[src/rtl/ffstdp_pkg.sv]
// Shared types and constants for the FF-STDP synaptic sweep sequencer.
// Holds the sweep state encoding and the read-to-write pipeline distance.
package ffstdp_pkg;

  typedef enum logic [1:0] {
    ST_IDLE  = 2'd0,
    ST_SWEEP = 2'd1,
    ST_DRAIN = 2'd2,
    ST_DONE  = 2'd3
  } sweep_state_e;

  // Cycles from SRAM read issue to the matching weight/gradient write-back.
  localparam int FFSTDP_UPD_LAT = 2;

endpackage

[src/rtl/ffstdp_idx_counter.sv]
// Nested (pre, post) synapse index counter: post is the inner loop and pre the
// outer loop; 'last' flags that the counter sits on (N_PRE-1, N_POST-1).
module ffstdp_idx_counter #(
  parameter int N_PRE          = 256,
  parameter int N_POST         = 256,
  parameter int PRE_IDX_WIDTH  = 8,
  parameter int POST_IDX_WIDTH = 8
) (
  input  logic                      clk,
  input  logic                      rst,
  input  logic                      clr,
  input  logic                      inc,
  output logic [PRE_IDX_WIDTH-1:0]  pre_idx,
  output logic [POST_IDX_WIDTH-1:0] post_idx,
  output logic                      last
);

  localparam logic [PRE_IDX_WIDTH-1:0]  PRE_MAX  = PRE_IDX_WIDTH'(N_PRE - 1);
  localparam logic [POST_IDX_WIDTH-1:0] POST_MAX = POST_IDX_WIDTH'(N_POST - 1);

  logic [PRE_IDX_WIDTH-1:0]  pre_q, pre_d;
  logic [POST_IDX_WIDTH-1:0] post_q, post_d;
  logic                      pre_last, post_last;

  assign pre_last  = (pre_q == PRE_MAX);
  assign post_last = (post_q == POST_MAX);

  always_comb begin
    // NOTE: every always_comb output gets a default first so no path can infer a latch.
    pre_d  = pre_q;
    post_d = post_q;
    if (clr) begin
      pre_d  = '0;
      post_d = '0;
    end else if (inc) begin
      if (post_last) begin
        post_d = '0;
        pre_d  = pre_last ? '0 : pre_q + PRE_IDX_WIDTH'(1);
      end else begin
        post_d = post_q + POST_IDX_WIDTH'(1);
      end
    end
  end

  // NOTE: state is updated with non-blocking assignments so all flops sample together.
  always_ff @(posedge clk) begin
    if (rst) begin
      pre_q  <= '0;
      post_q <= '0;
    end else begin
      pre_q  <= pre_d;
      post_q <= post_d;
    end
  end

  assign pre_idx  = pre_q;
  assign post_idx = post_q;
  assign last     = pre_last && post_last;

endmodule

[src/rtl/ffstdp_sweep_ctrl.sv]
// FF-STDP sweep sequencer: walks every (pre, post) synapse once per START,
// issuing SRAM reads, count-memory lookups, update strobes and write-backs.
// Optional FFSTDP_SWEEP_PAUSE_EN adds a PAUSE input that inserts read bubbles.
module ffstdp_sweep_ctrl
  import ffstdp_pkg::*;
#(
  parameter int N_PRE          = 256,
  parameter int N_POST         = 256,
  parameter int PRE_IDX_WIDTH  = 8,
  parameter int POST_IDX_WIDTH = 8,
  parameter int SYN_ADDR_WIDTH = PRE_IDX_WIDTH + POST_IDX_WIDTH
) (
  input  logic                      CLK,
  input  logic                      RST,
  input  logic                      START,
  input  logic                      IS_POS,
  input  logic                      IS_TRAIN,
`ifdef FFSTDP_SWEEP_PAUSE_EN
  input  logic                      PAUSE,
`endif
  output logic                      BUSY,
  output logic                      DONE,
  output logic                      SRAM_RD_EN,
  output logic [SYN_ADDR_WIDTH-1:0] SRAM_RD_ADDR,
  output logic                      SRAM_WR_EN,
  output logic [SYN_ADDR_WIDTH-1:0] SRAM_WR_ADDR,
  output logic [PRE_IDX_WIDTH-1:0]  CNT_PRE_IDX,
  output logic [POST_IDX_WIDTH-1:0] CNT_POST_IDX,
  output logic                      UPD_EVENT,
  output logic                      UPD_IS_POS,
  output logic                      UPD_IS_TRAIN
);

  localparam int LAT = FFSTDP_UPD_LAT;

  sweep_state_e state_q, state_d;
  logic         busy_q, busy_d;
  logic         done_q, done_d;
  logic         rd_en_q, rd_en_d;
  logic         is_pos_q, is_pos_d;
  logic         is_train_q, is_train_d;

  // Stage 2..LAT+1 of the valid/address shift register; stage 1 is rd_en_q + counter.
  logic [LAT-1:0]                     vld_q, vld_d;
  logic [LAT-1:0][SYN_ADDR_WIDTH-1:0] addr_q, addr_d;

  logic                      pause_w;
  logic                      cnt_clr, cnt_inc, cnt_last;
  logic [PRE_IDX_WIDTH-1:0]  pre_idx;
  logic [POST_IDX_WIDTH-1:0] post_idx;
  logic [SYN_ADDR_WIDTH-1:0] rd_addr;
  logic                      pipe_busy;

`ifdef FFSTDP_SWEEP_PAUSE_EN
  assign pause_w = PAUSE;
`else
  assign pause_w = 1'b0;
`endif

  // The counter holds the address of the read presented this cycle.
  ffstdp_idx_counter #(
    .N_PRE         (N_PRE),
    .N_POST        (N_POST),
    .PRE_IDX_WIDTH (PRE_IDX_WIDTH),
    .POST_IDX_WIDTH(POST_IDX_WIDTH)
  ) u_idx_counter (
    .clk     (CLK),
    .rst     (RST),
    .clr     (cnt_clr),
    .inc     (cnt_inc),
    .pre_idx (pre_idx),
    .post_idx(post_idx),
    .last    (cnt_last)
  );

  assign rd_addr = SYN_ADDR_WIDTH'({pre_idx, post_idx});

  always_comb begin
    vld_d     = {vld_q[LAT-2:0], rd_en_q};
    addr_d    = addr_q;
    addr_d[0] = rd_addr;
    for (int i = 1; i < LAT; i++) addr_d[i] = addr_q[i-1];
    pipe_busy = rd_en_q;
    for (int i = 0; i < LAT - 1; i++) pipe_busy = pipe_busy | vld_q[i];
  end

  always_comb begin
    state_d    = state_q;
    busy_d     = busy_q;
    done_d     = 1'b0;
    rd_en_d    = 1'b0;
    is_pos_d   = is_pos_q;
    is_train_d = is_train_q;
    cnt_clr    = 1'b0;
    cnt_inc    = 1'b0;
    case (state_q)
      ST_IDLE: begin
        if (START) begin
          is_pos_d   = IS_POS;
          is_train_d = IS_TRAIN;
          cnt_clr    = 1'b1;
          rd_en_d    = 1'b1;
          busy_d     = 1'b1;
          state_d    = ST_SWEEP;
        end
      end
      ST_SWEEP: begin
        // Reaching the terminal index means the final read is already out.
        if (cnt_last) begin
          state_d = ST_DRAIN;
        end else if (!pause_w) begin
          cnt_inc = 1'b1;
          rd_en_d = 1'b1;
        end
      end
      ST_DRAIN: begin
        if (!pipe_busy) begin
          state_d = ST_DONE;
          done_d  = 1'b1;
          busy_d  = 1'b0;
        end
      end
      ST_DONE: state_d = ST_IDLE;
      default: state_d = ST_IDLE;
    endcase
  end

  // Pipeline registers are reset too: they drive outputs that must read 0 after reset.
  always_ff @(posedge CLK) begin
    if (RST) begin
      state_q    <= ST_IDLE;
      busy_q     <= 1'b0;
      done_q     <= 1'b0;
      rd_en_q    <= 1'b0;
      is_pos_q   <= 1'b0;
      is_train_q <= 1'b0;
      vld_q      <= '0;
      addr_q     <= '0;
    end else begin
      state_q    <= state_d;
      busy_q     <= busy_d;
      done_q     <= done_d;
      rd_en_q    <= rd_en_d;
      is_pos_q   <= is_pos_d;
      is_train_q <= is_train_d;
      vld_q      <= vld_d;
      addr_q     <= addr_d;
    end
  end

  assign BUSY         = busy_q;
  assign DONE         = done_q;
  assign SRAM_RD_EN   = rd_en_q;
  assign SRAM_RD_ADDR = rd_addr;
  assign CNT_PRE_IDX  = addr_q[0][POST_IDX_WIDTH +: PRE_IDX_WIDTH];
  assign CNT_POST_IDX = addr_q[0][POST_IDX_WIDTH-1:0];
  assign SRAM_WR_EN   = vld_q[LAT-1];
  assign SRAM_WR_ADDR = addr_q[LAT-1];
  assign UPD_EVENT    = vld_q[LAT-1];
  assign UPD_IS_POS   = is_pos_q;
  assign UPD_IS_TRAIN = is_train_q;

endmodule

[config.mk]
export PLATFORM = sky130hd
export DESIGN_NAME = ffstdp_sweep_ctrl
export DESIGN_NICKNAME = d
export VERILOG_FILES = /design/src/rtl/ffstdp_pkg.sv /design/src/rtl/ffstdp_idx_counter.sv /design/src/rtl/ffstdp_sweep_ctrl.sv
export SDC_FILE = /design/constraint.sdc
export NUM_CORES = 1
export LEC_CHECK = 0
export BUFFER_PORTS_ARGS = -buffer_cell sky130_fd_sc_hd__buf_2
export CAP_MARGIN = 10
export CORE_UTILIZATION = 30
export DETAILED_ROUTE_END_ITERATION = 10
export PLACE_DENSITY = 0.49
export SYNTH_ARGS = -nofsm -noshare
export SYNTH_HDL_FRONTEND = slang
export SYNTH_HIERARCHICAL = 1
export SYNTH_SLANG_ARGS = --single-unit
[constraint.sdc]
create_clock -name CLK -period 5.7 [get_ports CLK]
set_input_delay 0.285 -clock CLK [delete_from_list [all_inputs] [get_ports CLK]]
set_output_delay 0.285 -clock CLK [all_outputs]
set_load 0.05 [all_outputs]
==> results.yml <==
sta:
  finalCritPeriodShare_pct: 46.77
  fin_ws_ns: 3.034
  rsz0062_at_grt: "no"
  final_period_minus_worst_setup_slack_ns: 2.666
  fmax_ghz: 0.3751
  setup_viol: 0
  setup_tns_ns: 0
  clock_skew_ns: 0.008296
  finalHoldViolCount: 0
  drv_slew: 0
  slew_headroom_pct: 49.91
  worstMarginPinSlew_ns: 0.7513
status:
  status: "complete, but fails checks"
  violations: "DRC"
synth:
  synth-seq-cells: 57
  yosysTopAreaCellShare_pct: 55.54
  synth_seq_area_share_pct: 55.54
  synth-main-ff-cell: "dfxtp_1"
  syn-cell-area_um2: 2054
  yosys.cell_count.top_type: "dfxtp_1"
  synthesis.instances: 197
  synth_fp_nets: 207
  yosys-top-cells-area: "dfxtp_1, nor2b_1, xnor2_1, ha_1, nor2_1"
  syn_avg_cell_area_um2: 10.43
  ys_types: 36
  yosys.area.top_type: "dfxtp_1"
  synth-edff-count: 0
  yosys-top-cells-count: "dfxtp_1, nor2b_1, nor2_1"
  ys_warn_count: 6
  synth_async_sr_flop_share_pct: 0
route:
  drtAntennaViolNets: 0
  drc: 5
  drt-vias-per-instance: 4.452
  drtIter0Drc: 59
  vias: 1518
  wl_per_cell_um: 12.27
  first_pass_iters: 9
  routed_wl_um: 4183
floorplanning:
  die_h_um: 84.76
  die_area_um2: 7183
  ioPinCount: 60
  start_util_pct: 31.63
  core.rowCount: 29
  die_w_um: 84.76
  coreArea_um2: 6495
pwr:
  intPower_uw: 654.7
  comb_power_share_pct: 18.7
  power_density_nw_per_um2: 367.6
  p_sw_share_pct: 31.15
  power.switching_uw: 296.2
  p_seq_share_pct: 45.7
  clock_power_share_pct: 35.6
  leakage_uw: 0.001141
  peakVddDrop_mv: 0.1196
placement:
  gp_congestion: 0.7258
  postPlaceCellArea_um2: 2405
  pre_cts_ws_ns: 3.046
  port_buffers: 59
  hpwl_um: 2906
grt:
  grt_pass1_wl_um: 6789
  grt_usage_pct: 12.52
  met1_usage_pct: 15.49
  top_usage_layer: "met2"
  grt_pass1_vias: 1427
  use_met2_pct: 18.55
  globalRoute.totalOverflow: 0
  antenna_found_initial: 0
  grt_max_degree: 45
  grt_use_met3_pct: 3.933
cells_and_area:
  antennaDiodeCount: 0
  syn2layout_area_growth_pct: 25.88
  fin_area_um2: 2586
  drive_above_1_share_pct: 33.71
  finalNetCount: 269
  fill_cells: 675
worst_setup_path:
  cp-end-kind: "flip-flop"
  crit_fanout: 12
  cp-start-kind: "flip-flop"
  worstPathArrival_ns: 2.88
  r2r_slack_ns: 3.03
  cp-startpoint: "u_idx_counter/pre_idx[0]$_SDFFE_PP0P_"
  crit_type: "flip-flop to flip-flop"
  required_ns: 5.92
  timing.rr.start: "u_idx_counter/pre_idx[0]$_SDFFE_PP0P_"
cts:
  insertion_delay_ns: 0.34
  cts_tree: "yes"
  cts-hold-fix-buffers: 0
  cts_buffer_depth: 2
  htree_num_levels: 3
  clockRootBuffer: "clkbuf_8"
  path_clk_slew_ns: 0.07
  cts_buffers: 9
  cts_resized: 0
  numClockSinks: 57
  postCtsSetupRepairBufs: 0
job:
  drv_cap: 0
min_path:
  min_from: "IS_TRAIN"
  hold_path_class: "primary input to flip-flop"
==> layer usage <==
| metal | vias up | part of all wire (%) | routed length, µm |
|---|---|---|---|
| li1 | 770 | - | - |
| met4 | 0 | 1.8 | 77 |
| met3 | 7 | 5.2 | 217 |
| met1 | 696 | 47 | 1982 |
| met5 | - | 0 | 0 |
| met2 | 45 | 46 | 1904 |
==> final cells by class <==
type                            instances  area (µm²)  area share [%]
Multi-Input combinational cell        126       849.6           32.85
Sequential cell                        57        1141           44.12
Timing Repair Buffer                   59       295.3           11.42
Clock inverter                          5       30.03           1.161
Tap cell                               77       96.34           3.725
Clock buffer                           11       151.4           5.854
Inverter                                6       22.52          0.8708
==> layout by cell type, fill, tap and decap left out, types with 3 or more instances in the layout <==
cell type	Yosys	routed
inv_1	6	6
nand3_1	8	8
xnor2_1	9	9
nor2b_1	33	33
clkbuf_8	0	11
clkinv_2	0	3
nand2b_1	3	3
nor2_1	14	14
ha_1	5	5
a21oi_1	8	8
dfxtp_1	57	57
buf_2	3	59
nand2_1	8	8
xor2_1	3	3
nor4_2	3	3
nor3_1	7	7
==> final timing paths <==
| check | to | depth (start not counted) |
|---|---|---|
| worst max-delay path | u_idx_counter/pre_idx[4]$_SDFFE_PP0P_ | 10 |
| worst min-delay path | UPD_IS_TRAIN$_SDFFE_PP0P_ | 3 |
| worst max register to register | u_idx_counter/pre_idx[4]$_SDFFE_PP0P_ | 10 |
| worst min register to register | UPD_IS_TRAIN$_SDFFE_PP0P_ | 2 |
==> cells by family (layout without fill, tap and decap cells) <==
family	count (synthesis)	after routing	synth area share (%)
xor+xnor	12	12	5.116
compound gates	14	14	4.568
fa+ha+maj	5	5	3.045
simple gates	93	93	27.65
buf+inv	14	81	3.105
mux	2	2	0.9745
flops	57	57	55.54
==> registers in the layout, indices dropped and copies added, names as in the netlist <==
| register | count |
|---|---|
| SRAM_WR_ADDR | 16 |
| CNT_POST_IDX | 8 |
| CNT_PRE_IDX | 8 |
| u_idx_counter/post_idx | 8 |
| u_idx_counter/pre_idx | 8 |
| state_q | 2 |
| vld_q | 2 |
| BUSY | 1 |
| DONE | 1 |
| SRAM_RD_EN | 1 |
| UPD_IS_POS | 1 |
| UPD_IS_TRAIN | 1 |
==> worst max-delay path, cell delays in order (launching register included) <==
cell and delay (ns):
dfxtp_1 0.35, ha_1 0.24, nand2_1 0.11, or3_4 0.15
nor2_1 0.05, nand2b_2 0.18, inv_1 0.19, nand4_1 0.59
nor3_1 0.47, xnor2_1 0.16, nor2_1 0.06
==> through the flow <==
| stage | utilization [%] | total power (µW) | std cells | hold slack [ns] |
|---|---|---|---|---|
| floorplan | - | 588.0 | 197 | 0.4155 |
| global placement | 37.03 | 622.5 | 325 | 0.4416 |
| detailed placement | 37.03 | 623.2 | 325 | 0.4443 |
| CTS | 39.82 | 964.5 | 341 | 0.1880 |
| global route | 39.82 | 998.6 | 341 | 0.2100 |
| finish | 39.82 | 950.8 | 341 | 0.1968 |
==> power by group through the flow <==
stage	Combinational, µW	Clock [µW]	Sequential [µW]
2_1_floorplan	98.6	0	489
3_3_place_gp	180	0	443
3_5_place_dp	179	0	444
4_1_cts	180	349	435
5_1_grt	194	367	438
6_report	178	339	435
Note: power is estimated with default switching activity, not from simulation.
